## src/rtl/aes_pkg.sv

```systemverilog
// Shared definitions for the serial AES-128 host: block width, host FSM states
// and the FIPS-197 appendix B reference vector.
package aes_pkg;

   localparam int unsigned AES_BLOCK_W = 128;

   typedef enum logic [2:0] {
      ST_IDLE,
      ST_SEND,
      ST_WAIT,
      ST_RECV,
      ST_HOLD
   } host_state_t;

   localparam logic [127:0] FIPS_PT  = 128'h3243f6a8885a308d313198a2e0370734;
   localparam logic [127:0] FIPS_KEY = 128'h2b7e151628aed2a6abf7158809cf4f3c;
   localparam logic [127:0] FIPS_CT  = 128'h3925841d02dc09fbdc118597196a0b32;

endpackage

```

## src/rtl/aes_serial_host_serdes_shift.sv

```systemverilog
// Right-shifting register with parallel load: serial data leaves at bit 0 and
// enters at the MSB, so a full frame lands LSB-first in bit order.
module serdes_shift #(
   parameter int unsigned W = 128
) (
   input  logic         clk,
   input  logic         reset_n,
   input  logic         clear,
   input  logic         load,
   input  logic [W-1:0] load_data,
   input  logic         shift,
   input  logic         shift_in,
   output logic [W-1:0] data,
   output logic         shift_out
);

   always_ff @(posedge clk) begin
      if (!reset_n || clear) begin
         data <= '0;
      end else if (load) begin
         data <= load_data;
      end else if (shift) begin
         data <= {shift_in, data[W-1:1]};
      end
   end

   assign shift_out = data[0];

endmodule

```

## src/rtl/aes_serial_host.sv

```systemverilog
// Host-side peer of the bit-serial AES-128 core: serializes plaintext/key onto
// the core pins and deserializes the returned ciphertext frame.
module aes_serial_host
   import aes_pkg::*;
#(
   parameter int unsigned BLOCK_W     = AES_BLOCK_W,
   parameter int unsigned TIMEOUT_CYC = 4096
) (
   input  logic               clk,
   input  logic               reset_n,
   input  logic [BLOCK_W-1:0] pt_in,
   input  logic [BLOCK_W-1:0] key_in,
   input  logic               req_valid,
   output logic               req_ready,
   output logic               ser_din,
   output logic               ser_kin,
   output logic               ser_en,
   input  logic               ser_dout,
   input  logic               ser_out_val,
   output logic [BLOCK_W-1:0] ct_out,
   output logic               ct_valid,
   input  logic               ct_ready,
   output logic               err_timeout,
   output logic               err_frame
);

   localparam int unsigned CNT_W = $clog2(BLOCK_W) + 1;
   localparam int unsigned TMR_W = $clog2(TIMEOUT_CYC + 1);
   localparam logic [CNT_W-1:0] LAST_BIT = CNT_W'(BLOCK_W - 1);
   localparam logic [TMR_W-1:0] TMR_MAX  = TMR_W'(TIMEOUT_CYC);

   host_state_t state, state_nxt;

   logic [CNT_W-1:0]   bit_cnt;
   logic [TMR_W-1:0]   wait_tmr;
   logic               accept, last_bit, timer_done;
   logic               pt_lsb, key_lsb;
   logic               ct_shift, ct_clear;
   logic [BLOCK_W-1:0] pt_par_unused, key_par_unused;
   logic               ct_lsb_unused;

   assign accept     = (state == ST_IDLE) && req_valid;
   assign last_bit   = (bit_cnt == LAST_BIT);
   assign timer_done = (wait_tmr == TMR_MAX);

   always_ff @(posedge clk) begin
      if (!reset_n) begin
         state <= ST_IDLE;
      end else begin
         state <= state_nxt;
      end
   end

   always_comb begin
      state_nxt = state;
      unique case (state)
         ST_IDLE: if (req_valid) state_nxt = ST_SEND;
         ST_SEND: if (last_bit) state_nxt = ST_WAIT;
         ST_WAIT: begin
            if (ser_out_val)     state_nxt = ST_RECV;
            else if (timer_done) state_nxt = ST_IDLE;
         end
         ST_RECV: begin
            if (!ser_out_val)  state_nxt = ST_IDLE;
            else if (last_bit) state_nxt = ST_HOLD;
         end
         ST_HOLD: if (ct_ready) state_nxt = ST_IDLE;
         default: state_nxt = ST_IDLE;
      endcase
   end

   always_comb begin
      req_ready   = (state == ST_IDLE);
      ser_en      = (state == ST_SEND) || (state == ST_WAIT) || (state == ST_RECV);
      ser_din     = (state == ST_SEND) && pt_lsb;
      ser_kin     = (state == ST_SEND) && key_lsb;
      ct_valid    = (state == ST_HOLD);
      err_timeout = (state == ST_WAIT) && !ser_out_val && timer_done;
      err_frame   = (state == ST_RECV) && !ser_out_val;
      ct_shift    = ((state == ST_WAIT) || (state == ST_RECV)) && ser_out_val;
      ct_clear    = err_frame;
   end

   // Bit 0 of the received frame is captured in WAIT, so RECV starts counting at 1.
   always_ff @(posedge clk) begin
      if (!reset_n) begin
         bit_cnt  <= '0;
         wait_tmr <= '0;
      end else begin
         unique case (state)
            ST_SEND: bit_cnt <= last_bit ? '0 : bit_cnt + 1'b1;
            ST_WAIT: bit_cnt <= ser_out_val ? CNT_W'(1) : '0;
            ST_RECV: bit_cnt <= (ser_out_val && !last_bit) ? bit_cnt + 1'b1 : '0;
            default: bit_cnt <= '0;
         endcase
         if (state != ST_WAIT) begin
            wait_tmr <= '0;
         end else if (!timer_done) begin
            wait_tmr <= wait_tmr + 1'b1;
         end
      end
   end

   serdes_shift #(.W(BLOCK_W)) u_pt_sh (
      .clk       (clk),
      .reset_n   (reset_n),
      .clear     (1'b0),
      .load      (accept),
      .load_data (pt_in),
      .shift     (state == ST_SEND),
      .shift_in  (1'b0),
      .data      (pt_par_unused),
      .shift_out (pt_lsb)
   );

   serdes_shift #(.W(BLOCK_W)) u_key_sh (
      .clk       (clk),
      .reset_n   (reset_n),
      .clear     (1'b0),
      .load      (accept),
      .load_data (key_in),
      .shift     (state == ST_SEND),
      .shift_in  (1'b0),
      .data      (key_par_unused),
      .shift_out (key_lsb)
   );

   serdes_shift #(.W(BLOCK_W)) u_ct_sh (
      .clk       (clk),
      .reset_n   (reset_n),
      .clear     (ct_clear),
      .load      (1'b0),
      .load_data ('0),
      .shift     (ct_shift),
      .shift_in  (ser_dout),
      .data      (ct_out),
      .shift_out (ct_lsb_unused)
   );

endmodule
```

## config.mk

```make
export PLATFORM = sky130hd
export DESIGN_NAME = aes_serial_host
export DESIGN_NICKNAME = d
export VERILOG_FILES = /design/src/rtl/aes_pkg.sv /design/src/rtl/aes_serial_host_serdes_shift.sv /design/src/rtl/aes_serial_host.sv
export SDC_FILE = /design/constraint.sdc
export NUM_CORES = 1
export LEC_CHECK = 0
export CORE_ASPECT_RATIO = 0.5
export CORE_MARGIN = 2
export CORE_UTILIZATION = 40
export DETAILED_ROUTE_END_ITERATION = 6
export GPL_ROUTABILITY_DRIVEN = 0
export GPL_TIMING_DRIVEN = 0
export PLACE_DENSITY = 0.67
export SLEW_MARGIN = 20
export SYNTH_ARGS = -nofsm -noshare
export SYNTH_HDL_FRONTEND = slang
export SYNTH_SLANG_ARGS = --single-unit
```

## constraint.sdc

```tcl
create_clock -name clk -period 4 [get_ports clk]
set_input_delay 0.8 -clock clk [delete_from_list [all_inputs] [get_ports clk]]
set_output_delay 0.8 -clock clk [all_outputs]
set_load 0.01 [all_outputs]
```

==> impl_metrics.env <==
export IMPL_fin_cells=2841
export IMPL_hold_buffers=0
export IMPL_clock_latency_ns=0.53
export IMPL_arrival_ns=2.72
export IMPL_min_to="u_pt_sh.data[27]$_SDFFE_PN0P_"
export IMPL_top_layer="met4"
export IMPL_syn_nets=2104
export IMPL_synthDistinctLibCells=37
export IMPL_portBuffers=395
export IMPL_status="complete, no violations"
export IMPL_cts_sinks=408
export IMPL_min_from="u_pt_sh.data[27]$_SDFFE_PN0P_"
export IMPL_hold_worst_slack_ns=0.451
export IMPL_synth_edf_count=0
export IMPL_num_io_pins=397
export IMPL_cts_clk_slew_worst_paths_ns=0.06
export IMPL_wire_per_inst_um=16.4
export IMPL_num_rows=51
export IMPL_die_area_sq_um=41800
export IMPL_cts_buffers=39
export IMPL_max_cap_violations=0
export IMPL_avgSynthCellArea_sq_um=8.71
export IMPL_async_flop_share_pct=0
export IMPL_route_vias_total=14600
export IMPL_path_max_fanout=10
export IMPL_drc=0
export IMPL_grt_start_max_net_pins=16
export IMPL_cts_tree="built"
export IMPL_tightest_slew_ns=0.688
export IMPL_rsz0062_at_grt="false"
export IMPL_grt_usage_pct=21.5
export IMPL_rr_worst_depth=7
export IMPL_drt_vias_per_instance=5.14
export IMPL_grt_pass1_vias=13800
export IMPL_required_ns=3.20
export IMPL_antenna_found_initial=7
export IMPL_powerDensity_nw_per_um2=567
export IMPL_dieWidth_um=287
export IMPL_ys_warn_count=0
export IMPL_dp_cells=2764
export IMPL_layout_drive_gt1_share_pct=7.20
export IMPL_path_class="flop to output port"
export IMPL_path_cells="buf_2 > nor3b_1 > buf_2 > buf_2 > buf_2 > and2_1 > clkdlybuf4s50_1"
export IMPL_crit_path_start_kind="flop"
export IMPL_fill_cells=3582
export IMPL_hold_viol=0
export IMPL_setup_tns_ns=0
export IMPL_crit_path_frequent_cell="buf_2"
export IMPL_period_share_pct=87.9
export IMPL_die_h_um=146
export IMPL_slowest_delay_ns=0.54
export IMPL_htreeDepth=2
export IMPL_cts_buffer_depth=3
export IMPL_yosysSeqAreaShare_pct=51.0
export IMPL_start_util_pct=40.9
export IMPL_synth_seq_cells=408
export IMPL_ir_drop_mv=0.274
export IMPL_coreArea_sq_um=39200
export IMPL_post_cts_buffers=0
export IMPL_dominantRegCellSynth="dfxtp_1"
export IMPL_r2r_start="state[2]$_SDFFE_PN0P_"
export IMPL_drv_slew=0
export IMPL_clock_skew_final_ns=0.0187
export IMPL_drt_total_wl_mm=46.5
export IMPL_endpoint_kind="output port"
export IMPL_reg2reg_to="u_ct_sh.data[48]$_SDFFE_PP0P_"
export IMPL_setup_viol=0
export IMPL_cp_top_family="buffers and inverters"
export IMPL_wl_met1_mm=20.3
export IMPL_dr_pass1_iters=5
export IMPL_hpwlAfterDp_mm=33.2
export IMPL_postRouteAntennaNets=0
export IMPL_finalCriticalPeriod_ns=3.52
export IMPL_leakage_nw=7.60
export IMPL_area_growth_pct=36.7
export IMPL_netlist_instances=1839
export IMPL_r2r_slack_ns=1.79
export IMPL_hold_class="flop to flop"
export IMPL_dr_wl_met3_mm=1.54
export IMPL_slew_limit_headroom_pct=54.2
export IMPL_syn_cell_area_sq_um=16000
export IMPL_drt_iter0_markers=832
export IMPL_crit_start="state[0]$_SDFFE_PN0P_"
export IMPL_cts_root_buffer="clkbuf_16"
export IMPL_worst_path_max_delay_cell="clkdlybuf4s50_1"
export IMPL_cts_resized_gates=0
export IMPL_nets=2540
export IMPL_wl_met2_mm=23.8
export IMPL_fmax_ghz=0.284
export IMPL_grt_overflow=0
export IMPL_hold_path_depth=2
export IMPL_grt_pass1_wl_mm=74.0
export IMPL_cp_num_buf_inv=5
## placed cells by master, fill, tap and decap left out, types with 6 or more instances in the layout
cell / instances
nand3_1: 11
buf_2: 98
diode_2: 7
nand2_1: 521
clkbuf_1: 61
a21boi_0: 14
o21ai_0: 8
dfxtp_1: 408
buf_1: 6
nor2_1: 20
a21oi_1: 136
clkbuf_16: 41
xor2_1: 7
a22oi_1: 254
xnor2_1: 6
clkdlybuf4s50_1: 395
a21boi_1: 240
clkinv_2: 10
## cell families (layout without fill, tap and decap cells)
group / count (synthesis) / in the layout / share of synthesized area, %
mux: 2 / 2 / 0.125
simple gates: 593 / 593 / 14.8
other cells: 0 / 7 / 0
xor+xnor: 13 / 13 / 0.710
flops: 408 / 408 / 51.0
fa+ha+maj: 3 / 3 / 0.234
buf+inv: 165 / 630 / 4.72
compound gates: 655 / 655 / 28.4
## worst register-to-register path, stage by stage, from the launching register on
cell,delay [ns]
dfxtp_1,0.29
buf_2,0.18
and2b_1,0.29
nand2_1,0.08
o21ai_0,0.51
buf_2,0.38
buf_2,0.28
a21oi_1,0.08
## flip-flops by register name, indices dropped and copies added (netlist names)
register and cells:
u_ct_sh.data 128, u_key_sh.data 128, u_pt_sh.data 128, wait_tmr 13
bit_cnt 8, state 3
## worst max-delay path by stage
stage | to | slack [ns] | cells after the start
2_1_floorplan | ser_din | 1.86 | 6
3_3_place_gp | wait_tmr[8]$_SDFFE_PP0N_ | 0.85 | 6
3_5_place_dp | wait_tmr[11]$_SDFFE_PP0N_ | 0.69 | 6
4_1_cts | ser_din | 0.46 | 7
5_1_grt | ser_din | 0.33 | 7
6_report | ser_kin | 0.48 | 7
## Yosys cell counts (all sizes together), types with 2 or more instances
library cell	number	area share, %
dfxtp	408	51
xor2	7	0.38
nor4b	3	0.26
and2	5	0.20
and3	5	0.20
mux2i	2	0.12
ha	3	0.23
nor2	20	0.47
or3	4	0.16
nor3	3	0.094
inv	4	0.094
nand2	521	12
nand4	3	0.12
nor2b	5	0.20
clkbuf	54	1.3
nand2b	2	0.078
nand3	11	0.34
a21oi	136	4.2
nor3b	4	0.19
a22oi	254	12
a21boi	254	12
buf	107	3.4
xnor2	6	0.33
o21ai	8	0.25
nor4	3	0.12
## where the power goes
part	internal, W	switching (W)
clock network	0.00204	0.00161
registers	0.00472	0.000337
logic	0.00134	0.00236
total	0.00811	0.00432
## layer usage
| metal | GRT usage, % | vias up |
|---|---|---|
| met1 | 27.4 | 7035 |
| met4 | 5.83 | 0 |
| met5 | 0 | - |
| met3 | 3.34 | 55 |
| met2 | 37.7 | 235 |
| li1 | - | 7285 |
## area by class of cell
cell class / instances / area, sq um / share of cell area (%)
Clock inverter: 17 / 128 / 0.582
Sequential cell: 408 / 8170 / 37.3
Buffer: 161 / 742 / 3.39
Inverter: 4 / 15.0 / 0.0685
Timing Repair Buffer: 395 / 3950 / 18.0
Multi-Input combinational cell: 1266 / 7100 / 32.4
Clock buffer: 53 / 1120 / 5.12
Tap cell: 530 / 663 / 3.03
Antenna cell: 7 / 17.5 / 0.0799
## stage by stage
step / setup slack, ns / utilization, % / total power, W / area (sq um)
2_1_floorplan: 1.86 / - / 0.00762 / 16000
3_3_place_gp: 0.845 / 52.7 / 0.00880 / 20600
3_5_place_dp: 0.690 / 52.7 / 0.00885 / 20600
4_1_cts: 0.462 / 55.9 / 0.0125 / 21900
5_1_grt: 0.333 / 55.9 / 0.0133 / 21900
6_report: 0.485 / 55.9 / 0.0124 / 21900
No activity file was read; power rests on OpenSTA's default activity.
